`src/rtl/muldiv_seq.sv`:
```
// Multi-cycle shift-add multiply / restoring divide sequencer driving a shared external adder.
// Define MULDIV_SIGNED_EN to add two's-complement operation (op[1]) through the NEG_* states.
module muldiv_seq #(
  parameter int WIDTH = 32,
  parameter int ITER  = 32
) (
  input  logic             clock,
  input  logic             clear_n,
  input  logic             start,
  input  logic [1:0]       op,
  input  logic [WIDTH-1:0] a,
  input  logic [WIDTH-1:0] b,
  output logic             busy,
  output logic             done,
  output logic             div0,
  output logic [WIDTH-1:0] hi,
  output logic [WIDTH-1:0] lo,
  output logic [WIDTH-1:0] add_ra,
  output logic [WIDTH-1:0] add_rb,
  output logic             add_cin,
  output logic             add_en,
  input  logic [WIDTH-1:0] add_sum,
  input  logic             add_cout
);

  // state  | meaning
  // IDLE   | waiting for start
  // RUN    | one multiply/divide iteration per cycle
  // DONE   | done pulse, hi/lo valid
  // NEG_A  | magnitude of a (signed build)
  // NEG_B  | magnitude of b (signed build)
  // NEG_LO | negate lo, keep carry (signed build)
  // NEG_HI | negate hi (signed build)
  localparam int CW = $clog2(ITER);
  localparam logic [2:0] S_IDLE = 3'd0;
  localparam logic [2:0] S_RUN  = 3'd1;
  localparam logic [2:0] S_DONE = 3'd2;
`ifdef MULDIV_SIGNED_EN
  localparam logic [2:0] S_NEG_A  = 3'd3;
  localparam logic [2:0] S_NEG_B  = 3'd4;
  localparam logic [2:0] S_NEG_LO = 3'd5;
  localparam logic [2:0] S_NEG_HI = 3'd6;
`endif

  logic [2:0]       state_q, state_d;
  logic [CW-1:0]    cnt_q, cnt_d;
  logic [WIDTH-1:0] acc_q, acc_d, q_q, q_d, m_q, m_d, hi_q, hi_d, lo_q, lo_d;
  logic             is_div_q, is_div_d, div0_q, div0_d;
  logic [WIDTH-1:0] sh, nxt_acc, nxt_q;
  logic             ge;
`ifdef MULDIV_SIGNED_EN
  logic             sgn_q, sgn_d, neg_lo_q, neg_lo_d, neg_hi_q, neg_hi_d, carry_q, carry_d;
  logic [WIDTH-1:0] neg_src;
`else
  logic             unused_op1;
  assign unused_op1 = op[1];
`endif

  always_comb begin
    state_d  = state_q;
    cnt_d    = cnt_q;
    acc_d    = acc_q;
    q_d      = q_q;
    m_d      = m_q;
    hi_d     = hi_q;
    lo_d     = lo_q;
    is_div_d = is_div_q;
    div0_d   = div0_q;
    add_ra   = '0;
    add_rb   = '0;
    add_cin  = 1'b0;
    add_en   = 1'b0;
    sh       = {acc_q[WIDTH-2:0], q_q[WIDTH-1]};
    ge       = 1'b0;
    nxt_acc  = acc_q;
    nxt_q    = q_q;
`ifdef MULDIV_SIGNED_EN
    sgn_d    = sgn_q;
    neg_lo_d = neg_lo_q;
    neg_hi_d = neg_hi_q;
    carry_d  = carry_q;
    neg_src  = '0;
`endif
    case (state_q)
      S_IDLE: begin
        if (start) begin
          cnt_d    = '0;
          div0_d   = 1'b0;
          is_div_d = op[0];
          if (op[0] && (b == '0)) begin
            hi_d    = a;
            lo_d    = '1;
            div0_d  = 1'b1;
            state_d = S_DONE;
          end else begin
            acc_d   = '0;
            q_d     = op[0] ? a : b;
            m_d     = op[0] ? b : a;
            state_d = S_RUN;
`ifdef MULDIV_SIGNED_EN
            sgn_d    = op[1];
            neg_lo_d = a[WIDTH-1] ^ b[WIDTH-1];
            neg_hi_d = a[WIDTH-1];
            if (op[1]) state_d = S_NEG_A;
`endif
          end
        end
      end
      S_RUN: begin
        add_en = 1'b1;
        cnt_d  = cnt_q + 1'b1;
        if (!is_div_q) begin
          add_ra  = acc_q;
          add_rb  = q_q[0] ? m_q : '0;
          nxt_acc = {add_cout, add_sum[WIDTH-1:1]};
          nxt_q   = {add_sum[0], q_q[WIDTH-1:1]};
        end else begin
          add_ra  = sh;
          add_rb  = ~m_q;
          add_cin = 1'b1;
          ge      = acc_q[WIDTH-1] | add_cout;
          nxt_acc = ge ? add_sum : sh;
          nxt_q   = {q_q[WIDTH-2:0], ge};
        end
        acc_d = nxt_acc;
        q_d   = nxt_q;
        if (cnt_q == CW'(ITER - 1)) begin
          hi_d    = nxt_acc;
          lo_d    = nxt_q;
          state_d = S_DONE;
`ifdef MULDIV_SIGNED_EN
          if (sgn_q) state_d = S_NEG_LO;
`endif
        end
      end
      S_DONE: state_d = S_IDLE;
`ifdef MULDIV_SIGNED_EN
      // a lives in q for divide and in m for multiply; b is in the other register
      S_NEG_A, S_NEG_B: begin
        add_en  = 1'b1;
        neg_src = (is_div_q ^ (state_q == S_NEG_B)) ? q_q : m_q;
        add_ra  = ~neg_src;
        add_cin = 1'b1;
        if (neg_src[WIDTH-1]) begin
          if (is_div_q ^ (state_q == S_NEG_B)) q_d = add_sum;
          else                                  m_d = add_sum;
        end
        state_d = (state_q == S_NEG_A) ? S_NEG_B : S_RUN;
      end
      S_NEG_LO: begin
        add_en  = 1'b1;
        add_ra  = ~lo_q;
        add_cin = 1'b1;
        carry_d = add_cout;
        if (neg_lo_q) lo_d = add_sum;
        state_d = S_NEG_HI;
      end
      S_NEG_HI: begin
        add_en  = 1'b1;
        add_ra  = ~hi_q;
        add_cin = is_div_q ? 1'b1 : carry_q;
        if (is_div_q ? neg_hi_q : neg_lo_q) hi_d = add_sum;
        state_d = S_DONE;
      end
`endif
      default: state_d = S_IDLE;
    endcase
  end

  always_ff @(posedge clock or negedge clear_n) begin
    if (!clear_n) begin
      state_q  <= S_IDLE;
      cnt_q    <= '0;
      acc_q    <= '0;
      q_q      <= '0;
      m_q      <= '0;
      hi_q     <= '0;
      lo_q     <= '0;
      is_div_q <= 1'b0;
      div0_q   <= 1'b0;
`ifdef MULDIV_SIGNED_EN
      sgn_q    <= 1'b0;
      neg_lo_q <= 1'b0;
      neg_hi_q <= 1'b0;
      carry_q  <= 1'b0;
`endif
    end else begin
      state_q  <= state_d;
      cnt_q    <= cnt_d;
      acc_q    <= acc_d;
      q_q      <= q_d;
      m_q      <= m_d;
      hi_q     <= hi_d;
      lo_q     <= lo_d;
      is_div_q <= is_div_d;
      div0_q   <= div0_d;
`ifdef MULDIV_SIGNED_EN
      sgn_q    <= sgn_d;
      neg_lo_q <= neg_lo_d;
      neg_hi_q <= neg_hi_d;
      carry_q  <= carry_d;
`endif
    end
  end

  assign busy = (state_q != S_IDLE);
  assign done = (state_q == S_DONE);
  assign div0 = div0_q;
  assign hi   = hi_q;
  assign lo   = lo_q;

endmodule

```
`config.mk`:
```
export PLATFORM = sky130hd
export DESIGN_NAME = muldiv_seq
export DESIGN_NICKNAME = d
export VERILOG_FILES = /design/src/rtl/muldiv_seq.sv
export SDC_FILE = /design/constraint.sdc
export NUM_CORES = 1
export LEC_CHECK = 0
export BUFFER_PORTS_ARGS = -buffer_cell sky130_fd_sc_hd__clkbuf_2
export CAP_MARGIN = 40
export CORE_MARGIN = 1.5
export CORE_UTILIZATION = 49
export DETAILED_ROUTE_END_ITERATION = 10
export PLACE_DENSITY_LB_ADDON = 0.12
export SYNTH_ARGS = -nofsm -noshare
export SYNTH_HDL_FRONTEND = slang
export SYNTH_SLANG_ARGS = --single-unit
```
`constraint.sdc`:
```
create_clock -name clock -period 1.7 [get_ports clock]
set_input_delay 0.34 -clock clock [delete_from_list [all_inputs] [get_ports clock]]
set_output_delay 0.34 -clock clock [all_outputs]
set_load 0.02 [all_outputs]
```
==> report_table.html <==
<table>
<tr><th>Metric</th><th>Value</th></tr>
<tr><th colspan="2">Routing</th></tr>
<tr><td>Residual DRC</td><td>0</td></tr>
<tr><td>Final wirelength</td><td>33100 um</td></tr>
<tr><td>Detailed-route via count</td><td>9164</td></tr>
<tr><td>DRT antenna net count</td><td>0</td></tr>
<tr><td>First drt pass iteration count</td><td>5</td></tr>
<tr><td>Count of routing violations after the opening detailed-route iteration</td><td>743</td></tr>
<tr><td>Detail-routed via count per cell</td><td>5.75</td></tr>
<tr><td>Wire length per cell</td><td>20.8 um</td></tr>
<tr><th colspan="2">Clocking</th></tr>
<tr><td>Total clock buffers created by CTS</td><td>17</td></tr>
<tr><td>CTS clk-pin slew, worst paths</td><td>0.06 ns</td></tr>
<tr><td>Clock root buffer</td><td>clkbuf_16</td></tr>
<tr><td>H-Tree Level Count</td><td>4</td></tr>
<tr><td>Clk_lat worst skew</td><td>0.44 ns</td></tr>
<tr><td>CTS tree</td><td>done</td></tr>
<tr><td>Number of buffers on the longest clock path</td><td>2</td></tr>
<tr><td>CTS sink count</td><td>169</td></tr>
<tr><th colspan="2">Power and ir drop</th></tr>
<tr><td>Power Total</td><td>32.3 mW</td></tr>
<tr><td>Static leakage power</td><td>7.00 nW</td></tr>
<tr><td>Power per unit of standard cell area</td><td>2220 nW/um^2</td></tr>
<tr><td>Peak VDD IR</td><td>0.00147 V</td></tr>
<tr><th colspan="2">Critical path</th></tr>
<tr><td>Maximum fanout along the worst path</td><td>7</td></tr>
<tr><td>Arr. time, crit path</td><td>1.77 ns</td></tr>
<tr><td>Total stage count of the critical path</td><td>5</td></tr>
<tr><td>Type of the worst setup path</td><td>reg -&gt; out</td></tr>
<tr><td>Number of buffers and inverters on the critical path</td><td>3</td></tr>
<tr><td>Biggest cell delay along the critical path</td><td>0.57 ns</td></tr>
<tr><td>CP required</td><td>1.36 ns</td></tr>
<tr><td>Kind of cell adding the most delay to the critical path</td><td>flip-flops</td></tr>
<tr><td>Cell with the biggest individual delay on the critical path</td><td>dfrtp_4</td></tr>
<tr><td>Cells traversed along the worst timing path</td><td>buf_12 -&gt; buf_16 -&gt; mux2i_2 -&gt; nor2_2 -&gt; clkbuf_8</td></tr>
<tr><td>Sort of element at the start of the critical path</td><td>flip-flop</td></tr>
<tr><td>Length in cells of the worst reg-to-reg path</td><td>8</td></tr>
<tr><td>Endpoint class of the critical path</td><td>primary output</td></tr>
<tr><th colspan="2">STA</th></tr>
<tr><td>Hold Vio Cnt, Final</td><td>0</td></tr>
<tr><td>Final hold slack</td><td>0.261 ns</td></tr>
<tr><td>Number of pins exceeding their max-slew limit in the final report</td><td>0</td></tr>
<tr><td>Total setup violations reported at the end of the flow</td><td>194</td></tr>
<tr><td>Final clock period utilization by the worst path</td><td>1.24</td></tr>
<tr><td>Setup TNS Final</td><td>-45.40 ns</td></tr>
<tr><td>Measured slew at the worst slew-check pin</td><td>0.896 ns</td></tr>
<tr><td>Fin crit period</td><td>2.11 ns</td></tr>
<tr><td>Final setup margin</td><td>-0.410 ns</td></tr>
<tr><td>Fmax achieved</td><td>474 MHz</td></tr>
<tr><td>Worst setup skew after layout</td><td>0.00823 ns</td></tr>
<tr><td>Setup repair after global routing missed its margin</td><td>true</td></tr>
<tr><td>Worst rel slew slack</td><td>0.403</td></tr>
<tr><th colspan="2">Synthesis</th></tr>
<tr><td>Cell with the most instances after synthesis</td><td>dfrtp_1</td></tr>
<tr><td>Commonest cells post-synth</td><td>dfrtp_1 (169), mux2i_1 (158), nor2_1 (133)</td></tr>
<tr><td>Fraction of registers with async set or reset after synthesis</td><td>1.00</td></tr>
<tr><td>Combined area of all synthesized cells</td><td>9660 um^2</td></tr>
<tr><td>Warnings from Yosys</td><td>0</td></tr>
<tr><td>Syn nets</td><td>1083</td></tr>
<tr><td>Number of enable-type register cells in the synthesized netlist</td><td>0</td></tr>
<tr><td>Post-synthesis instance total</td><td>979</td></tr>
<tr><td>Register bit count reported by yosys</td><td>169</td></tr>
<tr><td>Share of Yosys cell area claimed by the top area cell type</td><td>0.438</td></tr>
<tr><td>Most used flip-flop cell after synthesis</td><td>dfrtp_1</td></tr>
<tr><td>Mean Syn Cell Area</td><td>9.86 um^2</td></tr>
<tr><td>Largest cells by area after synthesis</td><td>dfrtp_1 (44%), mux2i_1 (16%), mux2_2 (5.5%)</td></tr>
<tr><td>Library cells used by synthesis</td><td>38</td></tr>
<tr><td>Sequential element share of the synthesized area</td><td>0.438</td></tr>
<tr><td>Leading area contributor after synthesis</td><td>dfrtp_1</td></tr>
<tr><th colspan="2">Cells and area</th></tr>
<tr><td>Layout cell share with drive strength beyond 1</td><td>0.462</td></tr>
<tr><td>Fraction of the core area covered by cells at the end of the flow</td><td>0.750</td></tr>
<tr><td>Net total in the final layout</td><td>1420</td></tr>
<tr><td>Number of fillers in the final layout</td><td>1329</td></tr>
<tr><td>Final cell area excluding filler cells</td><td>14500 um^2</td></tr>
<tr><td>Post-layout instance count excluding filler cells</td><td>1593</td></tr>
<tr><td>Area growth from synthesis to final layout</td><td>50.6%</td></tr>
<tr><td>Diode insertion count for antenna repair</td><td>0</td></tr>
<tr><th colspan="2">Global route</th></tr>
<tr><td>Largest net degree at the start of global routing</td><td>66</td></tr>
<tr><td>Combined global-route utilization of all metal layers</td><td>0.325</td></tr>
<tr><td>Via count of the first global-routing pass</td><td>8941</td></tr>
<tr><td>Antenna violations before repair</td><td>0</td></tr>
<tr><td>GRT overflow</td><td>0</td></tr>
<tr><td>Global-route wire length before repair</td><td>50700 um</td></tr>
<tr><th colspan="2">Place</th></tr>
<tr><td>Total placed instance area</td><td>12000 um^2</td></tr>
<tr><td>Detail Placement HPWL</td><td>21300 um</td></tr>
<tr><td>IO buf count</td><td>233</td></tr>
<tr><td>Placed cell count</td><td>1498</td></tr>
<tr><td>Minimum setup slack after placement</td><td>-0.791 ns</td></tr>
<tr><td>Final weighted congestion in routability-driven placement</td><td>0.864</td></tr>
<tr><th colspan="2">Worst hold path</th></tr>
<tr><td>Cell count of the worst hold path</td><td>3</td></tr>
<tr><td>Hold WC Path Type</td><td>in -&gt; reg</td></tr>
<tr><th colspan="2">Status</th></tr>
<tr><td>Failing checks</td><td>setup timing</td></tr>
<tr><td>Run status</td><td>finished, violations left</td></tr>
<tr><th colspan="2">Floorplanning</th></tr>
<tr><td>Initial Utilization</td><td>0.498</td></tr>
<tr><td>Core box area</td><td>19400 um^2</td></tr>
<tr><td>Core Rows</td><td>51</td></tr>
<tr><td>Num ports</td><td>235</td></tr>
<tr><td>Total Die Area</td><td>20600 um^2</td></tr>
<tr><td>Die H</td><td>143 um</td></tr>
<tr><td>Die span in x</td><td>143 um</td></tr>
<tr><th colspan="2">Run</th></tr>
<tr><td>Count of maximum capacitance violations</td><td>0</td></tr>
</table>
==> worst register-to-register path, delay by kind of cell, from the launching register on <==
| kind | cells | cell delay [ns] |
|---|---|---|
| buffers and inverters | 5 | 0.68 |
| AND/OR/NAND/NOR | 1 | 0.54 |
| flip-flops | 1 | 0.39 |
| AO/OA/AOI/OAI | 2 | 0.31 |
==> repair_timing <==
action                                  in CTS  in global routing
buffers inserted                            49                  8
resized for setup                          196                 84
gates cloned                                18                  4
endpoints found under the hold margin       18                  0
endpoints found under the setup margin     226                217
pin swaps                                   48                 48
hold buffers                                 1                  0
==> state kept, by name, summed over array words and instances (netlist names) <==
signal and flops:
acc_q 32, cnt_q 5, div0 1, hi 32
is_div_q 1, lo 32, m_q 32, q_q 32
state_q 2
==> cells by family (layout without fill, tap and decap cells) <==
logic type | Yosys count | after routing | synth area share
simple gates | 233 | 234 | 0.0961
flops | 169 | 169 | 0.438
fa+ha+maj | 2 | 2 | 0.00259
compound gates | 231 | 231 | 0.159
mux | 223 | 223 | 0.247
xor+xnor | 2 | 2 | 0.00181
buf+inv | 119 | 467 | 0.0557
==> layout by cell type, fill, tap and decap left out, types with 8 or more instances in the layout <==
cell type / count
clkbuf_8: 52
a311oi_1: 22
clkbuf_2: 163
mux2_2: 32
mux2_4: 33
dfrtp_1: 168
buf_6: 32
buf_12: 26
a21o_1: 31
buf_4: 97
o21ai_0: 36
a21oi_1: 94
nor2_1: 66
mux2i_2: 10
a311oi_2: 8
a221o_1: 32
buf_8: 10
buf_16: 11
nand2_1: 76
nor2_2: 63
inv_1: 32
clkbuf_16: 21
mux2i_1: 142
==> area by class of cell <==
type	count	area, um^2	area share
timing repair buffer	403	3790	0.261
inverter	33	126	0.00869
tap	265	332	0.0228
multi-input combinational	692	5470	0.376
sequential	169	4230	0.291
clock inverter	7	90.1	0.00619
clock buffer	24	502	0.0345
==> power breakdown <==
| part | internal, mW | switching, mW | total (mW) |
|---|---|---|---|
| sequential | 6.05 | 1.85 | 7.91 |
| combinational | 10.1 | 10.3 | 20.5 |
| clock | 2.35 | 1.61 | 3.96 |
| total | 18.5 | 13.8 | 32.3 |
==> path summary, 6_finish.rpt <==
kind | startpoint | endpoint | slack [ns]
min in group asynchronous | clear_n | q_q[27] | 0.34
max in group asynchronous | clear_n | m_q[6] | 0.78
setup reg to reg | state_q[0] | q_q[3] | -0.28
hold / removal | a[1] | hi[1] | 0.26
hold reg to reg | hi[27] | hi[27] | 0.52
setup / recovery | is_div_q | add_ra[15] | -0.41
==> metal layers <==
layer  GRT usage  vias to the layer above  wire, um
met1       0.446                     4524     14500
met2       0.521                      417     15700
met3      0.0633                       55      2210
met5           0                        -         0
met4       0.101                        0       759
li1            -                     4168         -
No activity file was read; power rests on OpenSTA's default activity.
